`src/rtl/mem_pkg.sv`:
```
// mem_pkg: shared types, range limits and parity helper for mem_param
package mem_pkg;
  typedef enum logic [0:0] {ST_INIT = 1'b0, ST_IDLE = 1'b1} mem_state_t;
  localparam int MAX_RD_LATENCY = 4;
  localparam int MAX_DATA_WIDTH = 64;
  function automatic logic calc_parity(input logic [MAX_DATA_WIDTH-1:0] d);
    return ^d;
  endfunction
endpackage

```
`src/rtl/mem_rd_pipe.sv`:
```
// mem_rd_pipe: L-deep read pipeline shifting {valid, payload}, flushed by sync reset
//   i_valid/i_data  stage-1 capture of an accepted read
//   o_valid/o_data  last stage; payload only advances with valid, so o_data holds the last read
module mem_rd_pipe #(
  parameter int W = 8,
  parameter int L = 1
) (
  input  logic         clk,
  input  logic         reset,
  input  logic         i_valid,
  input  logic [W-1:0] i_data,
  output logic         o_valid,
  output logic [W-1:0] o_data
);
  logic [L-1:0] r_v;
  logic [W-1:0] r_d [L];
  logic [L:0]   w_vin;
  logic [W-1:0] w_din [L+1];
  always_comb begin
    w_vin = {r_v, i_valid};
    w_din[0] = i_data;
    for (int i = 0; i < L; i++) w_din[i+1] = r_d[i];
  end
  always_ff @(posedge clk)
    if (reset) begin
      r_v <= '0;
      for (int i = 0; i < L; i++) r_d[i] <= '0;
    end else begin
      r_v <= w_vin[L-1:0];
      for (int i = 0; i < L; i++) if (w_vin[i]) r_d[i] <= w_din[i];
    end
  assign o_valid = r_v[L-1];
  assign o_data  = r_d[L-1];
endmodule

```
`src/rtl/mem_param.sv`:
```
// mem_param: parametrised single-port register file with init sweep and pipelined reads
//   clk, reset (sync, active high); address/write_en/read_en/data_wr request inputs
//   data_rd/rd_valid read response; init_busy during clear sweep; req_drop flags ignored requests
//   MEM_PARITY_EN adds err_inject (corrupt stored parity) and parity_err (with rd_valid)
module mem_param import mem_pkg::*; #(
  parameter int ADDR_WIDTH = 2,
  parameter int DATA_WIDTH = 8,
  parameter int RD_LATENCY = 1
) (
  input  logic                  clk,
  input  logic                  reset,
  input  logic [ADDR_WIDTH-1:0] address,
  input  logic                  write_en,
  input  logic                  read_en,
  input  logic [DATA_WIDTH-1:0] data_wr,
`ifdef MEM_PARITY_EN
  input  logic                  err_inject,
  output logic                  parity_err,
`endif
  output logic [DATA_WIDTH-1:0] data_rd,
  output logic                  rd_valid,
  output logic                  init_busy,
  output logic                  req_drop
);
  localparam int DEPTH = 2**ADDR_WIDTH;
`ifdef MEM_PARITY_EN
  localparam int SW = DATA_WIDTH + 1;
`else
  localparam int SW = DATA_WIDTH;
`endif
  if (RD_LATENCY < 1 || RD_LATENCY > MAX_RD_LATENCY || DATA_WIDTH < 1 || DATA_WIDTH > MAX_DATA_WIDTH) begin : g_bad
    $error("mem_param: parameter out of range");
  end
  mem_state_t            r_state;
  logic [ADDR_WIDTH-1:0] r_ptr;
  logic                  r_drop;
  logic [SW-1:0]         r_mem [DEPTH];
  logic                  w_idle;
  logic [SW-1:0]         w_wr_word, w_rd_word, w_pipe_in, w_pipe_out;
  assign w_idle    = r_state == ST_IDLE;
  assign w_rd_word = r_mem[address];
`ifdef MEM_PARITY_EN
  assign w_wr_word  = {calc_parity(MAX_DATA_WIDTH'(data_wr)) ^ err_inject, data_wr};
  assign w_pipe_in  = {calc_parity(MAX_DATA_WIDTH'(w_rd_word[DATA_WIDTH-1:0])) ^ w_rd_word[DATA_WIDTH],
                       w_rd_word[DATA_WIDTH-1:0]};
  assign parity_err = rd_valid & w_pipe_out[DATA_WIDTH];
`else
  assign w_wr_word = data_wr;
  assign w_pipe_in = w_rd_word;
`endif
  always_ff @(posedge clk)
    if (reset) begin
      r_state <= ST_INIT;
      r_ptr   <= '0;
      r_drop  <= 1'b0;
    end else begin
      r_drop <= !w_idle && (write_en || read_en);
      if (!w_idle) begin
        r_ptr <= r_ptr + 1'b1;
        if (&r_ptr) r_state <= ST_IDLE;
      end
    end
  // An all-zero word also carries correct even parity, so the sweep writes '0 in both builds
  always_ff @(posedge clk)
    if (!reset) begin
      if (!w_idle) r_mem[r_ptr] <= '0;
      else if (write_en) r_mem[address] <= w_wr_word;
    end
  mem_rd_pipe #(.W(SW), .L(RD_LATENCY)) u_pipe (
    .clk     (clk),
    .reset   (reset),
    .i_valid (w_idle && read_en),
    .i_data  (w_pipe_in),
    .o_valid (rd_valid),
    .o_data  (w_pipe_out)
  );
  assign data_rd   = w_pipe_out[DATA_WIDTH-1:0];
  assign init_busy = !w_idle;
  assign req_drop  = r_drop;
endmodule

```
`config.mk`:
```
export PLATFORM = sky130hd
export DESIGN_NAME = mem_param
export DESIGN_NICKNAME = d
export VERILOG_FILES = /design/src/rtl/mem_pkg.sv /design/src/rtl/mem_rd_pipe.sv /design/src/rtl/mem_param.sv
export SDC_FILE = /design/constraint.sdc
export NUM_CORES = 1
export LEC_CHECK = 0
export ABC_AREA = 1
export BUFFER_PORTS_ARGS = -buffer_cell sky130_fd_sc_hd__clkbuf_2
export CAP_MARGIN = 30
export CORE_MARGIN = 1
export CORE_UTILIZATION = 57
export CTS_BUF_LIST = sky130_fd_sc_hd__clkbuf_4 sky130_fd_sc_hd__clkbuf_8
export DETAILED_ROUTE_END_ITERATION = 8
export PLACE_DENSITY = 0.88
export SETUP_SLACK_MARGIN = 0.3
export SLEW_MARGIN = 5
export SYNTH_ARGS = -nofsm -noshare
export SYNTH_HDL_FRONTEND = slang
export SYNTH_SLANG_ARGS = --single-unit
```
`constraint.sdc`:
```
create_clock -name clk -period 2 [get_ports clk]
set_input_delay 0.5 -clock clk [delete_from_list [all_inputs] [get_ports clk]]
set_output_delay 0.5 -clock clk [all_outputs]
set_load 0.05 [all_outputs]
```
==> load_flow_metrics.sql, run 1 <==
INSERT INTO impl_metrics (metric_group, metric, value, unit) VALUES
('cts', 'insertion_delay', '0.36', 'ns'),
('yosys', 'synthesized_area_fraction_occupied_by_ao_oa_aoi_and_oai_cells', '0.0443', ''),
('yosys', 'yosys_register_bits', '45', ''),
('yosys', 'syn_nets', '198', ''),
('layout', 'design.final.nets', '229', ''),
('power', 'power.static_leakage', '1.01', 'nW'),
('floorplan', 'io-pin-count', '25', ''),
('sta', 'final_min_period_over_clock_period', '0.812', ''),
('sta', 'timing.fmax', '0.616', 'GHz'),
('grt', 'grt_usage', '0.257', ''),
('layout', 'fillCellCount', '227', ''),
('critical_path', 'slowest_stage', 'dfxtp_4', ''),
('cts', 'tritoncts_clock_tree', 'done', ''),
('sta', 'fin_setup_tns', '0', 'ns'),
('layout', 'num_antenna_cells', '0', ''),
('layout', 'area.growth.synth_to_final', '13.9', '%'),
('outcome', 'run_status', 'completed', ''),
('yosys', 'yosysWarnings', '0', ''),
('drt', 'detail_route.iter0.violations', '89', ''),
('yosys', 'average_cell_area_after_synthesis', '10.6', 'sq um'),
('job', 'cap_viol_max_count', '0', ''),
('grt', 'antenna_found_initial', '0', ''),
('critical_path', 'crit_chain', 'inv_1, clkbuf_4', ''),
('critical_path', 'worst_setup_path_endpoint', 'init_busy', ''),
('yosys', 'synth.area.mux_share', '0', ''),
('placed_design', 'dpl.cell_count', '251', ''),
('critical_path', 'startpoint_class_of_the_critical_path', 'flip-flop', ''),
('worst_hold_path', 'holdCritPathClass', 'input pin to flip-flop', ''),
('power', 'irDropWorstVdd', '0.764', 'mV'),
('layout', 'post_route_cells_drive_above_1_share', '0.223', ''),
('critical_path', 'worstSetupPathType', 'flip-flop to output pin', ''),
('critical_path', 'critical_path_required', '1.50', 'ns'),
('layout', 'layout.cells.non_filler', '259', ''),
('sta', 'finalWorstPathRequiredPeriod', '1.62', 'ns'),
('critical_path', 'rrSetupSlack', '0.53', 'ns'),
('yosys', 'synth-adder-area-share', '0.00642', ''),
('critical_path', 'worst_reg2reg_path_endpoint', 'r_mem[3][0]', ''),
('grt', 'grt_overflow_total', '0', ''),
('critical_path', 'worst_r2r_startpoint', 'r_state', ''),
('grt', 'grt_pass1_wl', '6270', 'microns'),
('drt', 'total_number_of_vias', '1332', ''),
('critical_path', 'critical_path_cell_count', '2', ''),
('placed_design', 'dp_hpwl', '2730', 'microns'),
('critical_path', 'critical_path.n_buffers_inverters', '2', ''),
('critical_path', 'end_kind', 'output pin', ''),
('cts', 'cts_hold_buf', '0', ''),
('critical_path', 'timing.critical_path.arrival', '1.12', 'ns'),
('yosys', 'synth-xor-area-share', '0', ''),
('critical_path', 'critical-path-top-delay-family', 'flip-flops', ''),
('grt', 'grt_max_degree', '18', ''),
('critical_path', 'rr_worst_depth', '5', ''),
('layout', 'multiInputGateArea', '460', 'sq um'),
('sta', 'worst_pin_slew', '0.396', 'ns'),
('sta', 'rsz0062_at_grt', 'false', ''),
('yosys', 'synth_top_family_by_area', 'simple AND/OR/NAND/NOR gates', ''),
('critical_path', 'worst-path-max-fanout', '10', ''),
('yosys', 'synth_cell_type_count', '22', ''),
('layout', 'final_common_cell', 'nand2_1', ''),
('sta', 'maxSlewHeadroom', '0.735', ''),
('floorplan', 'dieWidth', '60.5', 'microns'),
('grt', 'grt_pass1_vias', '1275', ''),
('drt', 'route.detailed.wl_per_inst', '15.3', 'microns'),
('cts', 'ctsLongestPathBuffers', '2', ''),
('layout', 'layout_common_cells', 'nand2_1 (53), edfxtp_1 (40), inv_1 (30)', ''),
('cts', 'tritoncts.num_buffers', '5', ''),
('drt', 'post-route-drc-count', '0', ''),
('yosys', 'simple_logic_cell_fraction_of_the_synthesized_area', '0.186', ''),
('sta', 'hold_violation_total_from_the_final_report', '0', ''),
('layout', 'final-seq-area', '1310', 'sq um'),
('floorplan', 'placeableCoreArea', '3150', 'sq um'),
('placed_design', 'gp_routability_congestion', '0.827', '');
## how the worst min path moves through the flow
stage | from | endpoint | cells after the start
after global routing | reset | req_drop | 2
after floorplan | r_ptr[1] | r_ptr[1] | 2
after global placement | r_ptr[1] | r_ptr[1] | 2
final | reset | req_drop | 2
after detailed placement | r_ptr[1] | r_ptr[1] | 2
after CTS | reset | req_drop | 2
## registers in the layout, summed over array words and instances, names as in the netlist
signal and cells:
u_pipe.o_valid 1, r_mem 32, req_drop 1, r_state 1
u_pipe.r_d 8, r_ptr 2
## timing repair
item | CTS | global route
setup endpoints to repair | 1 | 1
gates resized for setup | 2 | 2
setup buffers | 0 | 0
## worst register-to-register path, delay by kind of cell (launching register included)
kind	cells	cell delay, ns
compound gates	1	0.12
buf+inv	1	0.18
flops	1	0.45
simple gates	3	0.44
## cell type report
cell class | instances | area share
Clock buffer | 5 | 0.0169
Tap cell | 44 | 0.0248
Sequential cell | 45 | 0.588
Clock inverter | 3 | 0.0293
Multi-Input combinational cell | 99 | 0.207
Inverter | 33 | 0.0581
Timing Repair Buffer | 30 | 0.0755
## cell usage after synthesis
library cell / count / area (sq um)
o21ai_1: 1 / 5.00
nand3_1: 10 / 50.1
ha_1: 1 / 12.5
nand2_2: 1 / 6.26
nand4_1: 2 / 12.5
o21ai_0: 4 / 20.0
inv_1: 30 / 113
a211oi_1: 1 / 7.51
nor2_1: 12 / 45.0
dfxtp_1: 5 / 100
nand2_1: 53 / 199
a21oi_2: 1 / 8.76
nand3_2: 2 / 20.0
buf_2: 1 / 5.00
nand3_4: 1 / 17.5
inv_2: 1 / 3.75
buf_6: 4 / 45.0
buf_4: 1 / 7.51
a21oi_1: 9 / 45.0
inv_4: 2 / 12.5
edfxtp_1: 40 / 1200
nand2_4: 1 / 11.3
## metal layers
| metal | track usage | share of wire | up-vias |
|---|---|---|---|
| li1 | - | - | 655 |
| met5 | 0 | 0 | - |
| met1 | 0.337 | 0.41 | 604 |
| met3 | 0.0618 | 0.081 | 9 |
| met2 | 0.408 | 0.49 | 64 |
| met4 | 0.123 | 0.017 | 0 |
## where the power goes
group	total [mW]	internal, mW	switching (mW)
combinational	0.262	0.0775	0.185
clock	0.674	0.387	0.287
sequential	1.12	1.09	0.0319
total	2.06	1.56	0.504
## cells by family (layout without fill, tap and decap cells)
kind of cell	count (synthesis)	in the layout
compound gates	16	16
buf+inv	39	71
flops	45	45
simple gates	82	82
fa+ha+maj	1	1
## metrics by stage
| stage | worst slack [ns] | utilization | hold WS, ns | cell area [sq um] |
|---|---|---|---|---|
| global placement | 0.323 | 0.669 | 0.548 | 2110 |
| floorplan | 0.303 | - | 0.478 | 1950 |
| detailed placement | 0.245 | 0.669 | 0.558 | 2110 |
| CTS | 0.318 | 0.703 | 0.365 | 2220 |
| finish | 0.377 | 0.704 | 0.370 | 2220 |
| global route | 0.331 | 0.704 | 0.371 | 2220 |
Note: power is estimated with default switching activity, not from simulation.
==> run 2, diff against run 1 <==
--- a/config.mk
+++ b/config.mk
@@ -5,7 +5,7 @@
 export SDC_FILE = /design/constraint.sdc
 export NUM_CORES = 1
 export LEC_CHECK = 0
-export ABC_AREA = 1
+export ABC_AREA = 0
 export BUFFER_PORTS_ARGS = -buffer_cell sky130_fd_sc_hd__clkbuf_2
 export CAP_MARGIN = 30
 export CORE_MARGIN = 1
==> constraint.sdc (replaced) <==
create_clock -name clk -period 1.65 [get_ports clk]
set_input_delay 0.4125 -clock clk [delete_from_list [all_inputs] [get_ports clk]]
set_output_delay 0.4125 -clock clk [all_outputs]
set_load 0.05 [all_outputs]
==> load_flow_metrics.sql, run 2 <==
INSERT INTO impl_metrics (metric_group, metric, value, unit) VALUES
('outcome', 'run_status', 'completed', ''),
('drt', 'route.detailed.wl_per_inst', '16.4', 'microns'),
('sta', 'final.hold.worst_slack', '0.360', 'ns'),
('grt', 'grt_usage', '0.204', ''),
('worst_hold_path', 'timing.hold.worst_endpoint', 'req_drop', ''),
('sta', 'rsz0062_at_grt', 'true', ''),
('critical_path', 'worstSetupPathType', 'flip-flop to flip-flop', ''),
('placed_design', 'dp_hpwl', '2070', 'microns'),
('grt', 'grt_overflow_total', '0', ''),
('power', 'power.static_leakage', '0.837', 'nW'),
('yosys', 'synth_top_cell_area_share', '0.666', ''),
('critical_path', 'critPathMaxStageDelay', '0.34', 'ns'),
('yosys', 'average_cell_area_after_synthesis', '18.2', 'sq um'),
('cts', 'insertion_delay', '0.35', 'ns'),
('yosys', 'synth_enable_flop_cells', '40', ''),
('worst_hold_path', 'worstHoldStart', 'read_en', ''),
('sta', 'fin_setup_tns', '0', 'ns'),
('cts', 'cts_hold_buf', '0', ''),
('layout', 'num_antenna_cells', '0', ''),
('drt', 'post-route-drc-count', '0', ''),
('placed_design', 'count_of_buffers_inserted_at_the_top_level_ports', '24', ''),
('sta', 'final_min_period_over_clock_period', '0.925', ''),
('yosys', 'synth-main-ff-cell', 'edfxtp_1', ''),
('yosys', 'postSynth.asyncResetShare', '0', ''),
('sta', 'worst_pin_slew', '0.532', 'ns'),
('critical_path', 'worst_r2r_startpoint', 'r_state', ''),
('floorplan', 'fp-row-count', '20', ''),
('layout', 'layout.cells.non_filler', '183', ''),
('critical_path', 'rrSetupSlack', '0.12', 'ns'),
('yosys', 'netlist_area', '1800', 'sq um'),
('cts', 'clk_pin_slew', '0.12', 'ns'),
('critical_path', 'timing.critical_path.arrival', '1.59', 'ns'),
('sta', 'finalWorstPathRequiredPeriod', '1.53', 'ns'),
('placed_design', 'dpl.cell_count', '174', ''),
('worst_hold_path', 'holdPathStages', '3', ''),
('yosys', 'synthTopCellsByArea', 'edfxtp_1 (67%), mux4_2 (10%), dfxtp_1 (5.5%)', ''),
('layout', 'fillCellCount', '184', ''),
('layout', 'fin_area', '2240', 'sq um'),
('layout', 'top_regs', 'r_mem: 32 flops, u_pipe.r_d: 8 flops, r_ptr: 2 flops', ''),
('cts', 'clk_root_buffer_cell', 'clkbuf_4', ''),
('sta', 'drv_slew', '0', ''),
('floorplan', 'start_util', '0.596', ''),
('floorplan', 'fp.dieArea', '3390', 'sq um'),
('drt', 'total_number_of_vias', '946', ''),
('drt', 'detail_route.iter0.violations', '31', ''),
('drt', 'ant_nets', '0', ''),
('grt', 'grt_pass1_vias', '1002', ''),
('critical_path', 'crit_chain', 'and3b_2, mux2i_4, buf_6, nor3_4, buf_6', ''),
('layout', 'post_route_cells_drive_above_1_share', '0.504', ''),
('yosys', 'yosys_register_bits', '45', ''),
('cts', 'tritoncts_clock_tree', 'done', ''),
('sta', 'clock_skew', '0.0103', 'ns'),
('sta', 'setup-violations-final', '0', ''),
('layout', 'top_register', 'r_mem', ''),
('power', 'irDropWorstVdd', '0.662', 'mV'),
('yosys', 'syn_nets', '114', ''),
('critical_path', 'worst-path-max-fanout', '8', ''),
('layout', 'area.growth.synth_to_final', '24.3', '%'),
('critical_path', 'critical_path_required', '1.72', 'ns'),
('critical_path', 'worst_reg2reg_path_endpoint', 'r_mem[1][1]', ''),
('cts', 'tritoncts.num_buffers', '5', ''),
('sta', 'timing.fmax', '0.655', 'GHz'),
('floorplan', 'placeableCoreArea', '3030', 'sq um'),
('layout', 'final_common_cell', 'edfxtp_1', ''),
('yosys', 'post-synth-top-count-cell', 'edfxtp_1', ''),
('layout', 'largest_register_ffs', '32', ''),
('yosys', 'cell_taking_the_most_area_after_synthesis', 'edfxtp_1', ''),
('sta', 'hold_violation_total_from_the_final_report', '0', ''),
('yosys', 'ys_top_cells_by_count', 'edfxtp_1 (40), and2_2 (9), nor2b_1 (9)', ''),
('power', 'power-per-cell-area', '1040', 'nW/um^2'),
('floorplan', 'io-pin-count', '25', ''),
('sta', 'maxSlewHeadroom', '0.644', ''),
('drt', 'routed_wirelength', '3010', 'microns'),
('yosys', 'synth_cell_type_count', '22', ''),
('floorplan', 'dieWidth', '58.3', 'microns'),
('worst_hold_path', 'holdCritPathClass', 'input pin to flip-flop', ''),
('cts', 'htree_levels', '2', ''),
('critical_path', 'end_kind', 'flip-flop', ''),
('grt', 'grt_max_degree', '14', ''),
('floorplan', 'die_h', '58.3', 'microns'),
('placed_design', 'gp_routability_congestion', '0.826', ''),
('drt', 'drt_first_pass_iters', '4', ''),
('layout', 'design.final.nets', '153', ''),
('cts', 'clock_sink_count', '45', ''),
('grt', 'grt_pass1_wl', '4640', 'microns'),
('yosys', 'synthesis.instances', '99', ''),
('critical_path', 'cp_common_cell', 'buf_6', ''),
('critical_path', 'rr_worst_depth', '5', ''),
('grt', 'antenna_found_initial', '0', ''),
('power', 'report.power.total', '2.33', 'mW'),
('layout', 'layout_common_cells', 'edfxtp_1 (40), clkbuf_2 (13), and2_2 (9)', ''),
('yosys', 'yosysSeqAreaShare', '0.721', ''),
('critical_path', 'startpoint_class_of_the_critical_path', 'flip-flop', ''),
('placed_design', 'postPlaceCellArea', '2050', 'sq um'),
('drt', 'post_drt_via_cell_ratio', '5.17', ''),
('job', 'cap_viol_max_count', '0', ''),
('yosys', 'yosysWarnings', '0', ''),
('critical_path', 'slowest_stage', 'dfxtp_2', ''),
('cts', 'ctsLongestPathBuffers', '2', '');
run 2: cell types whose count changed after synthesis, sizes merged, moves of 2 or more:
cell	delta
a21oi	-9
and2	+9
inv	-30
mux2i	+2
mux4	+8
nand2	-55
nand3	-12
nand4	-2
nor2	-6
nor2b	+9
nor3	+2
o21ai	-5
run 2: per-stage QoR:
stage | utilization | setup slack [ns]
4_1_cts | 0.734 | 0.140
2_1_floorplan | - | -0.158
3_3_place_gp | 0.678 | -0.0622
5_1_grt | 0.740 | 0.0823
6_report | 0.740 | 0.124
3_5_place_dp | 0.678 | -0.106
run 2: critical path, delay by kind of cell, from the launching register on:
kind                   cells  cell delay (ns)
multiplexers               1             0.20
flip-flops                 1             0.34
AND/OR/NAND/NOR            2             0.39
buffers and inverters      2             0.31
run 2: repair_timing:
action,CTS,global route
pin swaps,2,1
buffers inserted,1,0
gates resized for setup,27,10
hold endpoints to repair,0,0
cloned,0,0
endpoints found under the setup margin,43,43
run 2: cell type report:
type | instances | area, sq um | area share
well taps | 44 | 55.1 | 0.0246
inverters | 3 | 11.3 | 0.00502
clock inverters | 1 | 7.51 | 0.00335
clock buffers | 7 | 52.6 | 0.0234
multi-input cells | 46 | 477 | 0.213
flip-flops and latches | 45 | 1300 | 0.581
repair buffers | 37 | 337 | 0.150
run 2: how the worst max path moves through the flow:
stage            start     endpoint  slack [ns]  cells past startpoint
2_1_floorplan    reset  r_mem[0][0]       -0.16                      5
3_3_place_gp     reset  r_mem[3][3]       -0.06                      6
3_5_place_dp     reset  r_mem[0][5]       -0.11                      5
4_1_cts        r_state  r_mem[0][1]        0.14                      4
5_1_grt        r_state  r_mem[0][4]        0.08                      4
6_report       r_state  r_mem[1][1]        0.12                      5
run 2: power by group:
group / total, mW / switching (mW) / internal, mW / leakage (nW)
Combinational: 0.416 / 0.218 / 0.198 / 0.384
Clock: 0.531 / 0.329 / 0.201 / 0.0324
Sequential: 1.38 / 0.0382 / 1.34 / 0.421
run 2: routing by layer:
layer	track usage	vias up	wire length [microns]
met5	0	-	0
met1	0.209	458	1180
met3	0.0513	7	124
li1	-	449	-
met2	0.383	32	1660
met4	0.102	0	41
run 2: kinds of logic (layout without fill, tap and decap cells):
logic type / count (synthesis) / after routing / synth area share
fa+ha+maj: 1 / 1 / 0.00693
xor+xnor: 1 / 1 / 0.00486
compound gates: 3 / 3 / 0.0111
mux: 10 / 10 / 0.113
buf+inv: 8 / 48 / 0.0340
flops: 45 / 45 / 0.721
simple gates: 31 / 31 / 0.109
